**config.mk**
```make
export PLATFORM = sky130hd
export DESIGN_NAME = palette_update_ctrl
export DESIGN_NICKNAME = d
export VERILOG_FILES = /design/src/rtl/palette_update_ctrl.sv
export SDC_FILE = /design/constraint.sdc
export NUM_CORES = 1
export LEC_CHECK = 0
export CORE_MARGIN = 4
export CORE_UTILIZATION = 40
export CTS_CLUSTER_DIAMETER = 120
export DETAILED_ROUTE_END_ITERATION = 8
export GPL_ROUTABILITY_DRIVEN = 0
export PLACE_DENSITY = 0.69
export SLEW_MARGIN = 20
export SYNTH_ARGS = -nofsm -noshare
export SYNTH_HDL_FRONTEND = slang
export SYNTH_SLANG_ARGS = --single-unit
```
**constraint.sdc**
```tcl
create_clock -name vgaClk -period 3.48 [get_ports vgaClk]
set_input_delay 0.348 -clock vgaClk [delete_from_list [all_inputs] [get_ports vgaClk]]
set_output_delay 0.348 -clock vgaClk [all_outputs]
set_load 0.01 [all_outputs]
```
**src/rtl/palette_update_ctrl.sv**
```systemverilog
// Palette RAM write scheduler: queues CPU palette writes and commits them only
// during blanking; also runs a blanking-only full-palette clear to black.
//
// state | meaning
// IDLE  | commit queued writes while videoOn is low; hold one cycle when a clear is pending
// CLEAR | write black to entry cnt on each blanking cycle, cnt = 0..ENTRIES-1
module palette_update_ctrl #(
    parameter int ENTRIES = 18,
    parameter int IDX_W   = 8,
    parameter int DEPTH   = 4
) (
    input  logic             vgaClk,
    input  logic             rst,
    input  logic             videoOn,
    input  logic             wr_valid,
    output logic             wr_ready,
    input  logic [IDX_W-1:0] wr_index,
    input  logic [23:0]      wr_rgb,
    input  logic             clear_req,
    output logic             pal_we,
    output logic [IDX_W-1:0] pal_addr,
    output logic [23:0]      pal_wdata,
    output logic             busy,
    output logic             err_oob
);

    localparam int PTR_W = $clog2(DEPTH);
    localparam int CNT_W = $clog2(DEPTH + 1);
    localparam logic [IDX_W-1:0] NUM_IDX  = IDX_W'(ENTRIES);
    localparam logic [IDX_W-1:0] LAST_IDX = IDX_W'(ENTRIES - 1);
    localparam logic [CNT_W-1:0] DEPTH_C  = CNT_W'(DEPTH);

    typedef enum logic {
        IDLE  = 1'b0,
        CLEAR = 1'b1
    } state_t;

    state_t           state, state_d;
    logic             clear_pend, clear_pend_d;
    logic [IDX_W-1:0] cnt, cnt_d;

    logic [IDX_W-1:0] mem_idx [DEPTH];
    logic [23:0]      mem_rgb [DEPTH];
    logic [PTR_W-1:0] wptr, rptr;
    logic [CNT_W-1:0] count;

    logic             full, empty, accept, oob, push, pop, clear_take;
    logic             pal_we_d;
    logic [IDX_W-1:0] pal_addr_d;
    logic [23:0]      pal_wdata_d;

    assign full       = (count == DEPTH_C);
    assign empty      = (count == '0);
    assign wr_ready   = !full && !clear_pend && (state == IDLE);
    assign accept     = wr_valid && wr_ready;
    assign oob        = (wr_index >= NUM_IDX);
    assign clear_take = clear_req && !clear_pend && (state == IDLE);
    // A clear on the same edge discards the incoming write along with the queue.
    assign push       = accept && !oob && !clear_req;
    assign pop        = (state == IDLE) && !clear_pend && !videoOn && !empty;
    assign busy       = clear_pend || (state == CLEAR) || !empty;

    always_comb begin
        state_d      = state;
        clear_pend_d = clear_pend;
        cnt_d        = cnt;
        pal_we_d     = 1'b0;
        pal_addr_d   = pal_addr;
        pal_wdata_d  = pal_wdata;
        case (state)
            IDLE: begin
                if (pop) begin
                    pal_we_d    = 1'b1;
                    pal_addr_d  = mem_idx[rptr];
                    pal_wdata_d = mem_rgb[rptr];
                end
                if (clear_pend) begin
                    state_d = CLEAR;
                    cnt_d   = '0;
                end else if (clear_take) begin
                    clear_pend_d = 1'b1;
                end
            end
            CLEAR: begin
                if (!videoOn) begin
                    pal_we_d    = 1'b1;
                    pal_addr_d  = cnt;
                    pal_wdata_d = 24'h000000;
                    cnt_d       = cnt + 1'b1;
                    if (cnt == LAST_IDX) begin
                        state_d      = IDLE;
                        clear_pend_d = 1'b0;
                        cnt_d        = '0;
                    end
                end
            end
            default: state_d = IDLE;
        endcase
    end

    always_ff @(posedge vgaClk or negedge rst) begin
        if (!rst) begin
            state      <= IDLE;
            clear_pend <= 1'b0;
            cnt        <= '0;
            pal_we     <= 1'b0;
            pal_addr   <= '0;
            pal_wdata  <= '0;
            err_oob    <= 1'b0;
        end else begin
            state      <= state_d;
            clear_pend <= clear_pend_d;
            cnt        <= cnt_d;
            pal_we     <= pal_we_d;
            pal_addr   <= pal_addr_d;
            pal_wdata  <= pal_wdata_d;
            err_oob    <= accept && oob;
        end
    end

    always_ff @(posedge vgaClk or negedge rst) begin
        if (!rst) begin
            wptr  <= '0;
            rptr  <= '0;
            count <= '0;
        end else if (clear_take) begin
            wptr  <= '0;
            rptr  <= '0;
            count <= '0;
        end else begin
            if (push) wptr <= wptr + 1'b1;
            if (pop)  rptr <= rptr + 1'b1;
            case ({push, pop})
                2'b10:   count <= count + 1'b1;
                2'b01:   count <= count - 1'b1;
                default: count <= count;
            endcase
        end
    end

    always_ff @(posedge vgaClk) begin
        if (push) begin
            mem_idx[wptr] <= wr_index;
            mem_rgb[wptr] <= wr_rgb;
        end
    end

endmodule

```
==> results of run 1 <==
## layer usage
layer  vias up  wire length, µm
li1       1651                -
met1      1843             5630
met2       103             6860
met3         9              779
met4         0               93
met5         -                0
## synth_stat cells (all sizes together), types with 2 or more instances
master,instances
a21oi,6
and3,5
a22o,24
mux2i,8
dfrtp,51
nor2,16
xnor2,2
a21o,2
nand3,4
xor2,5
nor3,5
o21ai,12
edfxtp,128
clkbuf,5
o31ai,2
ha,6
nand4,4
mux4,32
and2,3
nor4,2
inv,4
nand2,24
buf,14
## cell families (layout without fill, tap and decap cells)
family	after synthesis	in the layout	synth area share
muxes	41	41	0.117
buffers and inverters	23	120	0.0177
xor gates and xnor gates	8	8	0.0121
DFF	179	179	0.738
and+or+nand+nor	71	71	0.0519
adders and majority gates	7	7	0.0137
AOI/OAI and AO/OA	48	48	0.0501
## worst max-delay path, delay by kind of cell, from the launching register on
kind	cells	cell delay, ps
AND/OR/NAND/NOR	4	1070
AO/OA/AOI/OAI	3	590
flip-flops	1	460
adder cells (fa/ha/maj)	1	400
## sequential cells by signal, indices dropped and copies added, names as in the netlist
register and cells:
count 3, mem_idx 32, wptr 2, pal_wdata 24
mem_rgb 96, pal_we 1, state 1, rptr 2
err_oob 1, cnt 8, pal_addr 8, clear_pend 1
## per-stage QoR
step	cells	util	hold WS, ps
2_1_floorplan	377	-	52.4
3_3_place_gp	662	0.474	475
3_5_place_dp	662	0.474	475
4_1_cts	694	0.512	76.0
5_1_grt	694	0.512	104
6_report	694	0.512	38.7
## worst paths after layout
path,from,end
worst min-delay path,rst,err_oob
worst max register to register,clear_pend,count[2]
min in group vgaClk,pal_addr[0],pal_addr[0]
worst max-delay path,clear_pend,count[2]
max in group asynchronous,rst,clear_pend
worst min register to register,pal_addr[0],pal_addr[0]
## layout make-up
type                    instances  area share
flip-flops and latches        179       0.594
well taps                     220      0.0319
inverters                       4     0.00174
clock inverters                14      0.0241
repair buffers                 84      0.0993
clock buffers                  18      0.0498
multi-input cells             175       0.199
## power breakdown
part	leakage, nW	internal, mW	switching (mW)	total (mW)
clock	0.310	1.27	0.769	2.04
combinational	0.978	0.697	0.552	1.25
sequential	1.82	2.45	0.211	2.66
total	3.11	4.42	1.53	5.95
==> impl_metrics.yaml, run 1 <==
outcome:
  status: "finished clean"
sta:
  fin_skew_ps: 11.9
  setup_tns_ps: 0
  drv_slew: 0
  grt_setup_unrepaired: "no"
  fin_crit_ps: 2610
  period_share: 0.749
  worst_slack_ps: 872
  fmax_ghz: 0.383
  max_slew_margin: 0.402
  hold_viol_final: 0
  setup_viol: 0
  tightest_slew_ps: 897
setup_path:
  worstPathRequired_ps: 3820
  cp_data_arrival_time_ps: 2950
  reg2reg_depth: 8
  start_kind: "register"
  path_class: "reg2reg"
  path_max_fanout: 8
  cpMostUsedCell: "nor2_1"
  cp-end-kind: "register"
  cp_slowest_stage_delay_ps: 460
  worst_path_max_delay_cell: "dfrtp_1"
  rrSetupSlack_ps: 870
  cp_cell_sequence: "nor2_1 -> and4bb_2 -> and2_1 -> nor2_1 -> fa_1 -> a211o_1 -> a21o_1 -> a21oi_1"
global_route:
  met3_usage: 0.0449
  met2_usage: 0.237
  grt_max_degree: 42
  gr-total-overflow: 0
  antenna_found_initial: 0
  gr-usage-met1: 0.182
  top_usage_layer: "met2"
  grt_pass1_wl_mm: 21.3
  grt_pass1_vias: 3815
  grt_use_total: 0.143
detailed_routing:
  ant_nets: 0
  wl_mm: 13.4
  vias: 3606
  wl_per_cell_um: 19.3
  drcViolationCount: 0
  via_per_inst: 5.20
  detail_route.iter0.violations: 153
  firstDrtPassIters: 5
place:
  hpwl_mm: 8.41
  post-place-ws_ps: 509
  place_area_um2: 7980
  numPortBuffers: 72
synthesis:
  synthArstFlopShare: 0.285
  ys.flop_type: "edfxtp_1"
  seq_area_frac_synth: 0.738
  ys_types: 39
  syn-num-nets: 421
  synth_top_area_frac: 0.554
  syn_area_um2: 6940
  netlist_top_cells_area: "edfxtp_1 55%, dfrtp_1 18%, mux4_2 10%, a22o_1 3.0%, nand2_1 1.3%"
  yosysTopAreaCell: "edfxtp_1"
  yosys_warnings: 0
  avgSynthCellArea_um2: 18.4
  ys_ff_latch: 179
  synthCells: 377
  synth_edf_count: 128
cells_and_area:
  stdcell_area_um2: 8620
  insertedDiodeCount: 0
  final_cell_mix: "128 x edfxtp_1, 71 x clkdlybuf4s50_1, 50 x dfrtp_1"
  seqCellArea_um2: 5120
  syn_to_final_growth_pct: 24.1
  multi_input_area_um2: 1710
  fillCellCount: 1396
  finalNetCount: 505
  layout-drive-gt1-share: 0.181
  layout_commonest_cell: "edfxtp_1"
die:
  dieWidth_um: 140
  start_util: 0.413
  std_cell_rows: 47
  die_h_um: 140
  dieArea_um2: 19500
  core-area_um2: 16800
  pin_count: 73
power:
  ir_drop_mv: 0.440
  leakage_nw: 3.11
  power.density_nw_per_um2: 690
  fin_total_pwr_mw: 5.95
run:
  maxCapViolCount: 0
clocking:
  root_buffer: "clkbuf_16"
  cts_setup_buffers: 0
  cts_made_buffers: 17
  insertion_delay_ps: 420
  cts_tree: "built"
  clock_sinks: 179
  cts_buffer_depth: 2
  postCtsResizedCells: 0
  holdBufCountCts: 0
  path_clk_slew_ps: 70
  cts_htree_levels: 4
hold_path:
  hold_class: "in2async"
(Power assumes the default switching activity.)
==> run 2, diff against run 1 <==
Clock period 3.48 ns to 2.55 ns, I/O delays scaled along.
==> run 2 against run 1 <==
  * Core utilization up 0.89 points
  * Setup slack worse by 620 ps
  * Via count up 2.6%
  * Largest cell class unchanged
  * Cell area up 1.7%
==> impl_metrics.yaml, run 2 (synthesis gave the netlist of run 1 again) <==
die:
  die_h_um: 140
  pin_count: 73
  dieWidth_um: 140
  std_cell_rows: 47
  core-area_um2: 16800
  dieArea_um2: 19500
  start_util: 0.413
detailed_routing:
  ant_nets: 0
  via_per_inst: 5.20
  wl_mm: 13.6
  vias: 3701
  drcViolationCount: 0
  wl_per_cell_um: 19.1
  detail_route.iter0.violations: 236
  firstDrtPassIters: 4
cells_and_area:
  largest_reg_flops: 96
  finalNetCount: 523
  stdcell_area_um2: 8770
  fillCellCount: 1368
  top_register: "mem_rgb"
  insertedDiodeCount: 0
  largest_registers: "mem_rgb (96), mem_idx (32), pal_wdata (24)"
  final_cell_mix: "128 x edfxtp_1, 71 x clkdlybuf4s50_1, 50 x dfrtp_1"
  final_cells: 712
  layout-drive-gt1-share: 0.211
  layout_commonest_cell: "edfxtp_1"
  syn_to_final_growth_pct: 26.3
place:
  dp_cells: 679
  numPortBuffers: 72
  place_area_um2: 8120
  hpwl_mm: 8.69
power:
  switchingPower_mw: 2.15
  pwr-share-seq: 0.444
  clkPwrFrac: 0.338
  combPwrFrac: 0.218
  internal_power_mw: 5.96
  leakage_nw: 3.19
  ir_drop_mv: 0.561
  switching_share: 0.265
  power.density_nw_per_um2: 925
outcome:
  status: "finished clean"
sta:
  setup_tns_ps: 0
  setup_viol: 0
  fmax_ghz: 0.435
  grt_setup_unrepaired: "no"
  hold_viol_final: 0
  period_share: 0.901
  drv_slew: 0
  fin_skew_ps: 10.2
  max_slew_margin: 0.382
  tightest_slew_ps: 927
  fin_crit_ps: 2300
setup_path:
  path_max_fanout: 6
  cp_data_arrival_time_ps: 2640
  start_kind: "register"
  cp-end-kind: "register"
  crit_start: "count[1]"
  timing.rr.start: "count[1]"
  cp_slowest_stage_delay_ps: 440
  path_class: "reg2reg"
  cp_cell_sequence: "nor3_1 -> or4_1 -> nor2_1 -> fa_1 -> a211o_1 -> a21o_1 -> a21oi_1"
  worstPathRequired_ps: 2890
  reg2reg_depth: 7
  worst_path_max_delay_cell: "dfrtp_1"
clocking:
  insertion_delay_ps: 420
  clock_sinks: 179
  cts_tree: "built"
  cts_buffer_depth: 2
  cts_htree_levels: 4
  postCtsResizedCells: 0
  path_clk_slew_ps: 70
  cts_made_buffers: 17
  root_buffer: "clkbuf_16"
hold_path:
  hold_class: "in2async"
global_route:
  grt_pass1_wl_mm: 21.7
  antenna_found_initial: 0
  gr-total-overflow: 0
  grt_use_total: 0.145
  grt_pass1_vias: 4042
  grt_max_degree: 42
run:
  maxCapViolCount: 0
## run 2: final cells by class
class                   count  area, µm²  share of cell area
flip-flops and latches    179       5120               0.584
multi-input cells         175       1710               0.195
repair buffers            102       1010               0.115
clock buffers              19        464              0.0530
well taps                 220        275              0.0314
clock inverters            13        173              0.0197
inverters                   4       15.0             0.00171
## run 2: power groups by stage
stage	logic, mW	registers [mW]	clock network [mW]
floorplan	1.18	3.60	0
global placement	1.75	3.66	0
detailed placement	1.79	3.66	0
CTS	1.80	3.61	2.78
global route	1.93	3.65	2.92
finish	1.77	3.60	2.74
## run 2: metal layers
| metal | vias to the layer above | part of all wire | global-route usage |
|---|---|---|---|
| met5 | - | 0 | 0 |
| met4 | 0 | 0.013 | 0.0530 |
| met3 | 14 | 0.057 | 0.0422 |
| met2 | 115 | 0.50 | 0.241 |
| met1 | 1877 | 0.43 | 0.181 |
| li1 | 1695 | - | - |
## run 2: worst paths after layout
path	end	slack, ps
max reg2reg	count[2]	250
min reg2reg	pal_addr[3]	490
min in group vgaClk	err_oob	410
max in group asynchronous	pal_addr[7]	1490
min	pal_wdata[21]	370
max	count[2]	250
## run 2: stage by stage
stage	worst slack [ps]	utilization	power, mW	hold WS [ps]
2_1_floorplan	164	-	4.78	-40.6
3_3_place_gp	-116	0.483	5.41	284
3_5_place_dp	-168	0.483	5.45	285
4_1_cts	271	0.521	8.19	387
5_1_grt	76.9	0.521	8.50	404
6_report	253	0.521	8.11	374
## run 2: worst max-delay path: cells and delay by family, from the launching register on
kind	cells	cell delay [ps]
AO/OA/AOI/OAI	3	620
AND/OR/NAND/NOR	3	760
flip-flops	1	440
adder cells (fa/ha/maj)	1	390
## run 2: what timing repair did
item,in CTS,in global routing
endpoints found under the hold margin,18,0
setup buffers,0,0
hold buffers,1,0
